===== src/rtl/alu_serial.sv =====
// Digit-serial ALU: a WIDTH-bit AND/OR/XOR/ADD(SUB) done DIGIT bits per clock over N cycles,
// with start/done handshake and set-less-than, overflow, carry and zero flags.
module alu_serial #(
   parameter int WIDTH = 32,
   parameter int DIGIT = 4
) (
   input  logic             clk,
   input  logic             reset,
   input  logic             start,
   input  logic [2:0]       aluCont,
   input  logic [WIDTH-1:0] a,
   input  logic [WIDTH-1:0] b,
   output logic             busy,
   output logic             done,
   output logic [WIDTH-1:0] result,
   output logic             negative,
   output logic             overflow,
   output logic             carry_out,
   output logic             zero
);

   localparam int N  = WIDTH / DIGIT;
   localparam int CW = (N > 1) ? $clog2(N) : 1;
   localparam logic [CW-1:0] LAST = CW'(N - 1);

   typedef enum logic [1:0] {IDLE, RUN, DONE} stateT;

   // b is stored already inverted so the digit datapath never looks at aluCont[2]
   typedef struct packed {
      logic [WIDTH-1:0] a;
      logic [WIDTH-1:0] b;
      logic [1:0]       op;
   } opReq;

   stateT         state;
   opReq          req;
   logic [CW-1:0] cnt;
   logic          carry;

   logic [DIGIT-1:0] aDig, bDig, resDig;
   logic [DIGIT:0]   chain;
   logic [WIDTH-1:0] resNext;
   logic             isArith, lastDig, ovNext, coNext, negNext, zeroNext;

   assign isArith = &req.op;
   assign lastDig = (cnt == LAST);
   assign aDig    = req.a[int'(cnt)*DIGIT +: DIGIT];
   assign bDig    = req.b[int'(cnt)*DIGIT +: DIGIT];
   assign chain[0] = carry;

   for (genvar i = 0; i < DIGIT; i++) begin : gBit
      assign chain[i+1] = (aDig[i] & bDig[i]) | (chain[i] & (aDig[i] ^ bDig[i]));
      assign resDig[i]  = (req.op == 2'b00) ? (aDig[i] & bDig[i]) :
                          (req.op == 2'b01) ? (aDig[i] | bDig[i]) :
                          (aDig[i] ^ bDig[i] ^ (req.op[0] & chain[i]));
   end

   always_comb begin
      resNext = result;
      resNext[int'(cnt)*DIGIT +: DIGIT] = resDig;
   end

   // Flags only matter on the last digit, where chain sees the MSB carries
   assign ovNext   = isArith & (chain[DIGIT] ^ chain[DIGIT-1]);
   assign coNext   = isArith & chain[DIGIT];
   assign negNext  = isArith & (ovNext ^ resNext[WIDTH-1]);
   assign zeroNext = (resNext == '0);

   always_ff @(posedge clk) begin
      if (reset) begin
         state     <= IDLE;
         req       <= '0;
         cnt       <= '0;
         carry     <= 1'b0;
         busy      <= 1'b0;
         done      <= 1'b0;
         result    <= '0;
         negative  <= 1'b0;
         overflow  <= 1'b0;
         carry_out <= 1'b0;
         zero      <= 1'b0;
      end else begin
         case (state)
            IDLE, DONE: begin
               done <= 1'b0;
               if (start) begin
                  req.a  <= a;
                  req.b  <= b ^ {WIDTH{aluCont[2]}};
                  req.op <= aluCont[1:0];
                  carry  <= &aluCont;
                  cnt    <= '0;
                  busy   <= 1'b1;
                  state  <= RUN;
               end else begin
                  state <= IDLE;
               end
            end
            RUN: begin
               result <= resNext;
               if (isArith) carry <= chain[DIGIT];
               cnt <= cnt + CW'(1);
               if (lastDig) begin
                  negative  <= negNext;
                  overflow  <= ovNext;
                  carry_out <= coNext;
                  zero      <= zeroNext;
                  busy      <= 1'b0;
                  done      <= 1'b1;
                  state     <= DONE;
               end
            end
            default: state <= IDLE;
         endcase
      end
   end

endmodule


===== config.mk =====
export PLATFORM = sky130hd
export DESIGN_NAME = alu_serial
export DESIGN_NICKNAME = d
export VERILOG_FILES = /design/src/rtl/alu_serial.sv
export SDC_FILE = /design/constraint.sdc
export NUM_CORES = 1
export LEC_CHECK = 0
export ABC_AREA = 1
export BUFFER_PORTS_ARGS = -buffer_cell sky130_fd_sc_hd__buf_2
export CORE_ASPECT_RATIO = 1.2
export CORE_UTILIZATION = 30
export CTS_CLUSTER_SIZE = 10
export DETAILED_ROUTE_END_ITERATION = 6
export PLACE_DENSITY = 0.46
export RECOVER_POWER = 100
export SLEW_MARGIN = 25
export SYNTH_ARGS = -nofsm -noshare
export SYNTH_HDL_FRONTEND = slang
export SYNTH_SLANG_ARGS = --single-unit

===== constraint.sdc =====
create_clock -name clk -period 3.1 [get_ports clk]
set_input_delay 0.31 -clock clk [delete_from_list [all_inputs] [get_ports clk]]
set_output_delay 0.31 -clock clk [all_outputs]
set_load 0.03 [all_outputs]

; After elaboration in Yosys (flattened, before gate mapping)
; Index checks and enable logic that the tools add are counted.
[classes]
add_sub_neg = 2
n_mul = 0
div_mod_pow = 0
magnitude_cmp = 0
eq_ne = 7
shifts = 4
muxes = 22
n_bitwise = 34
reduce_logical = 13
[ops]
columns = cell, n
row1 = 32-bit by 6-bit variable part select with 4-bit output, 2
row2 = 5-bit negation with 33-bit output, 1
row3 = "4-bit by 33-bit variable shift with 32-bit output, first input constant", 1
row4 = 4-bit by 33-bit variable part select with 32-bit output, 1
row5 = 32-bit bitwise mux, 1
row6 = 32-bit logical NOT, 1
row7 = 32-bit bitwise XOR, 1
row8 = 1-bit AND, 15
row9 = 1-bit 2-to-1 mux, 14
row10 = 2-bit AND reduction, 5
row11 = 1-bit bitwise XOR, 10
row12 = 3-bit AND reduction, 3
row13 = 1-bit OR, 8
row14 = "2-bit inequality test, second input constant", 3
row15 = 1-bit one-hot mux with 2 select lines, 3
row16 = 3-bit one-hot mux with 2 select lines, 1
row17 = "2-bit by 1-bit equality test with 1-bit output, second input constant", 2
row18 = 2-bit logical NOT, 2
row19 = 2-bit one-hot mux with 2 select lines, 1
row20 = "3-bit by 1-bit adder with 3-bit output, second input constant", 1
row21 = "3-bit equality test, second input constant", 1
row22 = 3-bit 2-to-1 mux, 1
row23 = "2-bit equality test, second input constant", 1
row24 = 2-bit 2-to-1 mux, 1
row25 = 2 further kinds, 2
[totals]
register_bits = 110
latchBits = 0
mem_bits_rw = 0
rom_bits = 0
in_bits = 70
memories = 0

; Depth between registers and ports, before layout
; Gate-level depths: netlist (run 1).
[logic_depth]
ltp_word = 16
mapped_depth = 26

; Worst setup path after synthesis (run 1)
; Ideal clock, no wire load.
[synth_timing]
kind = reg-to-reg
startpoint = reg cnt[0]
endpoint = reg zero
arrival_ns = 2.810
required_ns = 2.987
path_slack_ns = 0.177
stages_incl_launch_ff = 23
n_path_buf = 2
period_less_slack_ns = 2.923
path_cell_list = dfxtp_1 inv_2 clkbuf_1 buf_1 nor2_1 o22ai_1 nand2_1 nand2_1 inv_1 ha_1 nand2_1 nand2_1 nand2_1 nand2_1 nand2_1 nand2_2 nand3_1 nand3_2 nand4_1 o21ai_0 nor2_1 nand3_1 nand2_1
[synth_via]
elab_chain_cells = 15
word_cells_on_any_way = 42
classes_between = add/sub (1) / eq/ne (1) / shift (4) / mux (9) / bitwise (25) / reduce/logical (2)
[synth_lines]
columns = item, line
row1 = from (decl), 37  ; logic [CW-1:0] cnt;
row2 = from (signal assigned), 101  ; cnt <= cnt + CW'(1);
row3 = "32-bit by 6-bit variable part select with 4-bit output, on equally long branches", "47, 48"
row4 = 1-bit bitwise XOR, "52, 55"
row5 = 1-bit AND, 52  ; assign chain[i+1] = (aDig[i] & bDig[i]) | (chain[i] & (aDig[i] ^ bDig[i]));
row6 = 1-bit OR, 52
row7 = 1-bit AND, 52
row8 = 1-bit OR, 52
row9 = 1-bit AND, 52
row10 = 1-bit OR, 52
row11 = 1-bit AND, 55  ; (aDig[i] ^ bDig[i] ^ (req.op[0] & chain[i]));
row12 = 1-bit bitwise XOR, 55
row13 = 1-bit 2-to-1 mux, 54  ; (req.op == 2'b01) ? (aDig[i] | bDig[i]) :
row14 = 1-bit 2-to-1 mux, 53  ; assign resDig[i] = (req.op == 2'b00) ? (aDig[i] & bDig[i]) :
row15 = 4-bit by 33-bit variable part select with 32-bit output, 60  ; resNext[int'(cnt)*DIGIT +: DIGIT] = resDig;
row16 = 32-bit bitwise mux, 60
row17 = 32-bit logical NOT, 67  ; assign zeroNext = (resNext == '0);
row18 = to (signal assigned), 106  ; zero <= zeroNext;
row19 = to (decl), 19  ; output logic zero
; Several ways; a longest one is shown, not always the timed one.
; A chain may end at the register's enable or synchronous reset.

; Worst setup path after layout (run 1)
[layout_timing]
startpoint = reg cnt[0]
endpoint = reg negative
[layout_via]
elab_chain_cells = 16
word_cells_on_any_way = 47
classes_between = add/sub (1) / eq/ne (1) / shift (4) / mux (9) / bitwise (31) / reduce/logical (1)
[layout_lines]
columns = item, line
row1 = "32-bit by 6-bit variable part select with 4-bit output, on equally long branches", "47, 48"
row2 = 1-bit bitwise XOR, "52, 55"
row3 = 1-bit AND, 52
row4 = 1-bit OR, 52
row5 = 1-bit AND, 52
row6 = 1-bit OR, 52
row7 = 1-bit AND, 52
row8 = 1-bit OR, 52
row9 = 1-bit AND, 55
row10 = 1-bit bitwise XOR, 55
row11 = 1-bit 2-to-1 mux, 54
row12 = 1-bit 2-to-1 mux, 53
row13 = 4-bit by 33-bit variable part select with 32-bit output, 60
row14 = 32-bit bitwise mux, 60
row15 = 1-bit bitwise XOR, 66  ; assign negNext = isArith & (ovNext ^ resNext[WIDTH-1]);
row16 = 1-bit AND, 66
row17 = to (signal assigned), 103  ; negative <= negNext;
row18 = to (decl), 16  ; output logic negative,
; Several ways; a longest one is shown, not always the timed one.

==> flow_summary.toml, run 1 <==
[timing]
max_freq_mhz = 346
min_period_ps = 2890
slew_violations = 43
slew_headroom = -0.0144
hold_viol_final = 0
period_share = 0.931
worst_slack_ps = 214
tightestPinTransition_ps = 1520
setup-violations-final = 0
finalClockSkew_ps = 8.16

[yosys]
yosysSeqAreaShare = 0.386
synth-seq-cells = 110
synthFlopType = "dfxtp_1"
syn_area_per_cell_sq_um = 6.87
synthMuxAreaShare = 0
synthCells = 830
synth_warnings = 0
synth_compound_area_frac = 0.217
synthAdderAreaFrac = 0.0263
yosys.area_share.xor_xnor = 0.0492
synth.largest_area_cell = "dfxtp_1"
synth_top_area_frac = 0.386
ys_top_cells_by_area = "dfxtp_1, o21ai_0, nor2_1"
synth_cell_types = 36
synth_enable_flop_cells = 0
synth-simple-area-share = 0.237
synth_top_family_by_area = "simple AND/OR/NAND/NOR gates"
synth_async_sr_flop_share = 0
syn-cell-area_sq_um = 5700
synth_nets = 912

[final_layout]
layout_common_cells = "nor2_1, o21ai_0, dfxtp_1"
multi_input_area_sq_um = 3100
final_common_cell = "nor2_1"
drive_above_1_share = 0.185
seq_area_sq_um = 2210
syn_to_final_growth_pct = 24.4
nNetsFinal = 1015
n_fill_cell = 2067
fin_util = 0.386
n_antenna_cell = 0

[worst_setup_path]
cp-end-kind = "flop"
worstReg2RegStart = "cnt[0]"
rr_endpoint = "negative"
startpoint = "cnt[0]"
crit_arrival_ps = 3140
cp-endpoint = "negative"
crit_fanout = 17
startpoint_type = "flop"
cp.required_ps = 3350
crit_type = "reg2reg"
reg2reg_slack_ps = 210
reg2reg_depth = 21

[grt]
grt_start_max_net_pins = 92
grtUsageTotal = 0.179
grt_overflow = 0
grt_pass1_wl_mm = 27.2
grt_pass1_vias = 5107
antenna_found_initial = 0

[place]
numPortBuffers = 107
dp_hpwl_mm = 12.2
gp_congestion = 0.846
post-place-ws_ps = -11.7

[cts]
cts_buffer_depth = 2
cts_buffers = 9
clock-root-buffer = "clkbuf_16"
cts.sinks = 110
clock_latency_ps = 360
cts_tree = "yes"
hold_buffers = 0
h-tree-depth = 3
clk_pin_slew_ps = 80

[worst_hold_path]
hold_class = "in2reg"
holdPathStages = 3

[floorplan]
ios = 108
die_w_um = 128
row_count = 54
start_util = 0.310
core-area_sq_um = 18400
die_area_sq_um = 19600
chipHeight_um = 153

[drt]
postRouteAntennaNets = 0
drt_iter0_markers = 343
drt_first_pass_iters = 6
post_drt_wl_per_cell_um = 14.8
routed_wl_mm = 17.6
post-route-drc-count = 0
avgViaCountPerCell = 4.64
via_count = 5516

[pwr]
p_per_area_nw_per_um2 = 533
ir_worst_vdd_uv = 257
p_leak_nw = 3.05

[outcome]
status = "finished with violations"
violations = "capacitance limit, slew limit"

[flow_run]
maxCapViolCount = 1
[registers in the layout, summed over array words and instances (netlist names)]
name and cells:
result 32, negative 1, carry_out 1, zero 1
state 2, overflow 1, done 1, busy 1
carry 1, req 66, cnt 3
[per-layer routing]
metal	part of all wire	GRT usage	up-vias	routed length, um
li1	-	-	2931	-
met1	0.46	0.233	2468	8140
met2	0.49	0.305	107	8620
met3	0.034	0.0312	10	603
met4	0.013	0.0426	0	235
met5	0	0	-	0
[worst min path at each step]
stage | start | to | slack, ps
floorplan | req[38] | req[38] | 450
detailed placement | overflow | overflow | 450
CTS | a[5] | req[39] | 190
global placement | overflow | overflow | 450
global route | a[12] | req[46] | 210
finish | a[5] | req[39] | 210
[final cells by class]
cell class	instances	area share
flip-flops and latches	110	0.311
multi-input cells	597	0.437
clock buffers	12	0.0348
inverters	71	0.0388
well taps	252	0.0445
repair buffers	144	0.127
clock inverters	3	0.00635
[where the power goes]
group	switching, mW	total [mW]	internal [mW]
Combinational	0.607	0.976	0.368
Sequential	0.0884	1.62	1.53
Clock	0.539	1.18	0.646
Total	1.23	3.78	2.54
[cell usage after synthesis (all sizes together) (2+ instances only)]
| cell | count |
|---|---|
| nor2 | 158 |
| o21ai | 158 |
| dfxtp | 110 |
| nand2 | 109 |
| inv | 69 |
| a21oi | 62 |
| clkbuf | 41 |
| xnor2 | 32 |
| nand3 | 29 |
| ha | 12 |
| nand4 | 12 |
| buf | 11 |
| o22ai | 7 |
| or2 | 6 |
| o211ai | 3 |
| a31oi | 2 |
| clkinv | 2 |
| o221ai | 2 |
[stage by stage]
| step | std cells | power [mW] | hold slack, ps | TNS, ps | area (sq um) |
|---|---|---|---|---|---|
| 2_1_floorplan | 830 | 2.25 | 450 | 0 | 5700 |
| 3_3_place_gp | 1156 | 2.54 | 454 | -34.6 | 6530 |
| 3_5_place_dp | 1156 | 2.55 | 451 | -11.7 | 6530 |
| 4_1_cts | 1171 | 3.74 | 193 | 0 | 6820 |
| 5_1_grt | 1189 | 4.00 | 212 | -91.5 | 7090 |
| 6_report | 1189 | 3.78 | 207 | 0 | 7090 |
[cell families after synthesis]
family,Yosys count
simple gates,314
flops,110
compound gates,239
buf+inv,123
xor+xnor,32
fa+ha+maj,12
[critical path, stage by stage, from the launching register on]
cell and delay [ps]:
dfxtp_4 420, inv_8 60, clkbuf_16 170, a21oi_1 140
o21ai_0 90, o21ai_0 90, nand2_1 70, nand2_1 90
inv_1 80, ha_4 280, nand2_2 50, nand2_2 90
nand2_2 50, nand2_2 70, nand3_1 80, nand3_2 110
nand4_1 230, nand2_1 180, nand2_2 120, buf_4 150
nor2_1 70, o21ai_1 70
[timing repair]
item | in CTS | in global routing
pin swaps | 0 | 19
endpoints found under the setup margin | 1 | 12
gates cloned | 0 | 5
buffers inserted | 0 | 13
gates resized for setup | 1 | 43
Power figures use the tool's default switching activity.
==> run 2: changes to the inputs <==
Settings changed: CTS_BUF_LIST set to sky130_fd_sc_hd__clkbuf_8.
==> run 2 against run 1 <==
- the flow still finishes with violations (capacitance limit, slew limit)
- largest cell class unchanged
- critical path type unchanged
- final cell count grew 0.17%
- design area decreased by 0.94%
- routed wire length increased by 0.85%
- critical endpoint unchanged
- global-route usage rose by 0.074 points
- non-clock buffer count up 2
==> flow_summary.toml, run 2 (synthesis results as in run 1) <==
[worst_hold_path]
holdPathStages = 3
hold_class = "in2reg"

[outcome]
violations = "capacitance limit, slew limit"
status = "finished with violations"

[timing]
slew_violations = 43
finalClockSkew_ps = 10.8
max_freq_mhz = 348
tightestPinTransition_ps = 1530
min_period_ps = 2870
slew_headroom = -0.0233
period_share = 0.926
hold_viol_final = 0
fin_setup_tns_ps = 0
setup-violations-final = 0
hold_ws_ps = 166

[floorplan]
core-area_sq_um = 18400
ios = 108
start_util = 0.310
row_count = 54
chipHeight_um = 153
die_area_sq_um = 19600
die_w_um = 128

[worst_setup_path]
cpMostUsedCell = "nand2_2"
crit_arrival_ps = 3170
reg2reg_depth = 20
crit_chain = "clkbuf_16 -> buf_4 -> o21ai_0 -> o21ai_0 -> nand2_1 -> nand2_1 -> inv_1 -> ha_4 -> nand2_2 -> nand2_2 -> nand2_2 -> nand2_2 -> nand3_1 -> nand3_2 -> nand4_1 -> nand2_1 -> nand2_2 -> buf_4 -> nor2_1 -> o21ai_1"
critPathSlowestCell = "dfxtp_4"
startpoint_type = "flop"
crit_fanout = 5
cp-end-kind = "flop"
cp.required_ps = 3400
critPathMaxStageDelay_ps = 430
crit_type = "reg2reg"

[grt]
busiest_layer = "met2"
use_met1 = 0.233
antenna_found_initial = 0
use_met3 = 0.0228
grtUsageTotal = 0.180
grt_pass1_wl_mm = 27.3
use_met2 = 0.304
grt_pass1_vias = 5135
grt_overflow = 0
grt_start_max_net_pins = 92

[final_layout]
nNetsFinal = 1017
top_regs = "req: 66 flops, result: 32 flops, cnt: 3 flops"
drive_above_1_share = 0.187
layout_common_cells = "nor2_1, o21ai_0, dfxtp_1"
largest-register = "req"
n_antenna_cell = 0
n_fill_cell = 2084
final_common_cell = "nor2_1"
syn_to_final_growth_pct = 23.2
largest_register_ffs = 66

[cts]
h-tree-depth = 3
hold_buffers = 0
cts_tree = "yes"
cts_buffer_depth = 2
cts_buffers = 9
cts.sinks = 110
clock-root-buffer = "clkbuf_8"
clock_latency_ps = 390
clk_pin_slew_ps = 110

[place]
numPortBuffers = 107
gp_congestion = 0.846
dp_hpwl_mm = 12.2

[pwr]
ir_worst_vdd_uv = 197
p_leak_nw = 3.04
p_per_area_nw_per_um2 = 499

[drt]
avgViaCountPerCell = 4.66
post-route-drc-count = 0
via_count = 5556
drt_iter0_markers = 339
routed_wl_mm = 17.7
postRouteAntennaNets = 0
drt_first_pass_iters = 4
post_drt_wl_per_cell_um = 14.9

[flow_run]
maxCapViolCount = 1
## run 2: changes by cell type in the layout (fill, tap and decap cells not counted), moves of 2 or more
cell	before	now
clkbuf_16	14	6
clkbuf_1	42	39
clkbuf_8	1	10
buf_4	25	27
o21ai_0	138	140
## run 2: final timing paths
| check | startpoint | to | slack, ps |
|---|---|---|---|
| setup / recovery | cnt[0] | negative | 230 |
| hold / removal | a[5] | req[39] | 170 |
| setup reg to reg | cnt[0] | negative | 230 |
| hold reg to reg | overflow | overflow | 470 |
## run 2: worst max-delay path, delay by kind of cell (launching register included)
family	cells	cell delay, ps
AND/OR/NAND/NOR	12	1200
adder cells (fa/ha/maj)	1	280
AO/OA/AOI/OAI	3	320
buffers and inverters	4	510
flip-flops	1	430
## run 2: layout make-up
| type | instances | area [sq um] | share of cell area |
|---|---|---|---|
| clock buffer | 10 | 138 | 0.0196 |
| clock inverter | 5 | 52.6 | 0.00748 |
| inverter | 71 | 278 | 0.0396 |
| multi-input combinational | 597 | 3090 | 0.440 |
| sequential | 110 | 2210 | 0.315 |
| tap | 252 | 315 | 0.0449 |
| timing repair buffer | 146 | 940 | 0.134 |
## run 2: repair_timing
item,in CTS,in global routing
buffers inserted,0,14
cloned,0,6
endpoints found under the setup margin,1,13
resized for setup,1,42
pin swaps,0,18
## run 2: stage by stage
stage                      util  worst slack [ps]  power (mW)  area (sq um)  cells
after floorplan               -               177        2.25          5700    830
after detailed placement  0.355             -11.7        2.55          6530   1156
after CTS                 0.366              22.6        3.45          6720   1171
final                     0.382               230        3.51          7020   1191
after global placement    0.355             -34.6        2.54          6530   1156
after global routing      0.382             -32.3        3.71          7020   1191
## run 2: power by group
group / switching, mW / total (mW) / leakage (nW) / internal [mW]
Combinational: 0.609 / 0.980 / 2.03 / 0.372
Sequential: 0.0886 / 1.62 / 0.910 / 1.53
Clock: 0.520 / 0.907 / 0.0970 / 0.387
## run 2: layer usage
metal	vias to the layer above	part of all wire
met2	112	0.49
met1	2489	0.46
met5	-	0
li1	2939	-
met3	16	0.030
met4	0	0.017
==> run 3: changes to the inputs <==
Settings changed: CORE_MARGIN set to 2.
==> run 3 against run 2 <==
- the run still ends with capacitance limit, slew limit left
- via count fell by 0.63%
- sequential share of layout area rose by 1.1 points
- first-iteration DRC count fell by 4.7%
- critical path type unchanged
- critical endpoint is now zero
- largest cell class unchanged
==> flow_summary.toml, run 3 (synthesis results as in run 1) <==
[place]
dp_cells = 1164
gp_congestion = 0.842
post-place-ws_ps = -8.49
dp_hpwl_mm = 12.4
dpl_cell_area_sq_um = 6570
numPortBuffers = 107

[final_layout]
seq_area_sq_um = 2210
final_common_cell = "nor2_1"
multi_input_area_sq_um = 3060
top_regs = "req: 66 flops, result: 32 flops, cnt: 3 flops"
largest-register = "req"
n_antenna_cell = 0
layout_common_cells = "nor2_1, o21ai_0, dfxtp_1"
finalNonFillerCells = 1182
final_area_sq_um = 6790
syn_to_final_growth_pct = 19.1
drive_above_1_share = 0.165
largest_register_ffs = 66
nNetsFinal = 1005
n_fill_cell = 2153

[worst_hold_path]
whs_endpoint = "req[35]"
hold_class = "in2reg"
hold_start = "a[1]"
holdPathStages = 3

[pwr]
p_per_area_nw_per_um2 = 489
power_frac_clock = 0.235
p_sw_frac = 0.353
comb_power_share = 0.278
power.internal_mw = 2.15
p_leak_nw = 2.93
ir_worst_vdd_uv = 196
power.switching_mw = 1.17
power_frac_seq = 0.487

[drt]
routed_wl_mm = 17.3
via_count = 5521
post_drt_wl_per_cell_um = 14.7
drt_first_pass_iters = 4
avgViaCountPerCell = 4.67
drt_iter0_markers = 323
post-route-drc-count = 0
postRouteAntennaNets = 0

[cts]
cts_buffers = 9
clock-root-buffer = "clkbuf_8"
cts_buffer_depth = 2
cts_tree = "yes"
cts.sinks = 110
h-tree-depth = 3
clk_pin_slew_ps = 100
clock_latency_ps = 400

[grt]
grt_pass1_vias = 5201
grtUsageTotal = 0.173
grt_pass1_wl_mm = 27.4
grt_start_max_net_pins = 98
grt_overflow = 0
antenna_found_initial = 0

[floorplan]
row_count = 55
die_w_um = 130
chipHeight_um = 155
start_util = 0.304
core-area_sq_um = 18700
ios = 108
die_area_sq_um = 20100

[timing]
hold_ws_ps = 160
slew_violations = 92
hold_viol_final = 0
tightestPinTransition_ps = 1570
worst_slack_ps = 233
setup-violations-final = 0
finalClockSkew_ps = 14.1
max_freq_mhz = 349
min_period_ps = 2870
slew_headroom = -0.0463
period_share = 0.925

[worst_setup_path]
reg2reg_depth = 21
startpoint_type = "flop"
crit_arrival_ps = 3160
crit_fanout = 10
reg2reg_slack_ps = 230
worstReg2RegStart = "cnt[0]"
cp-end-kind = "flop"
cp.required_ps = 3400
rr_endpoint = "zero"
startpoint = "cnt[0]"
crit_type = "reg2reg"

[outcome]
violations = "capacitance limit, slew limit"
status = "finished with violations"

[flow_run]
maxCapViolCount = 1
[run 3: cell types whose count changed in the layout (fill, tap and decap cells not counted), moves of 3 or more]
cell and delta:
clkinv_2 +3, o21ai_0 +6, buf_4 -7, clkbuf_16 -4
o21ai_1 -5
[run 3: stage by stage]
| step | util | power [mW] | setup TNS (ps) |
|---|---|---|---|
| after floorplan | - | 2.25 | 0 |
| after global placement | 0.351 | 2.55 | -12.3 |
| after detailed placement | 0.351 | 2.55 | -8.49 |
| after CTS | 0.359 | 3.33 | 0 |
| after global routing | 0.363 | 3.55 | -27.3 |
| final | 0.363 | 3.32 | 0 |
[run 3: layout make-up]
cell class | count | area share
clock buffers | 9 | 0.0183
clock inverters | 5 | 0.00443
inverters | 71 | 0.0398
multi-input cells | 597 | 0.451
flip-flops and latches | 110 | 0.325
well taps | 256 | 0.0472
repair buffers | 134 | 0.114
[run 3: power groups by stage]
| stage | Combinational, mW | Sequential [mW] | Clock (mW) |
|---|---|---|---|
| 2_1_floorplan | 0.567 | 1.68 | 0 |
| 3_3_place_gp | 0.899 | 1.65 | 0 |
| 3_5_place_dp | 0.900 | 1.65 | 0 |
| 4_1_cts | 0.904 | 1.62 | 0.812 |
| 5_1_grt | 1.05 | 1.63 | 0.864 |
| 6_report | 0.923 | 1.62 | 0.781 |
[run 3: what timing repair did]
action                     in CTS  in global routing
gates cloned                    0                  2
setup endpoints to repair       1                 14
buffers inserted                0                  2
gates resized for setup         3                 19
hold buffers                    0                  0
pin swaps                       0                  5
[run 3: worst max-delay path by stage]
stage                     cells past startpoint  slack [ps]  endpoint
final                                        21         230      zero
after global routing                         22         -30      zero
after CTS                                    21          30      zero
after detailed placement                     19          -8      zero
after global placement                       21         -10      zero
after floorplan                              22         180      zero
[run 3: metal layers]
metal	global-route usage	share of wire	vias to the layer above	wire, um
li1	-	-	2900	-
met1	0.227	0.46	2496	8040
met2	0.292	0.49	107	8440
met3	0.0220	0.033	18	565
met4	0.0558	0.017	0	301
met5	0	0	-	0
[run 3: critical path, cell delays in order, from the launching register on]
cell and delay (ps):
dfxtp_4 390, inv_4 60, clkbuf_16 160, o21ai_0 150, o22ai_1 90, o21ai_1 270, inv_1 90, ha_1 200
inv_1 80, nand2_2 70, nand2_1 70, nand2_2 60, nand2_1 70, nand2_2 60, nand2_1 50, nand2_1 70
nand3_2 100, nand4_1 220, o21ai_1 300, nor2_1 90, nand3_1 80, nand2_1 40
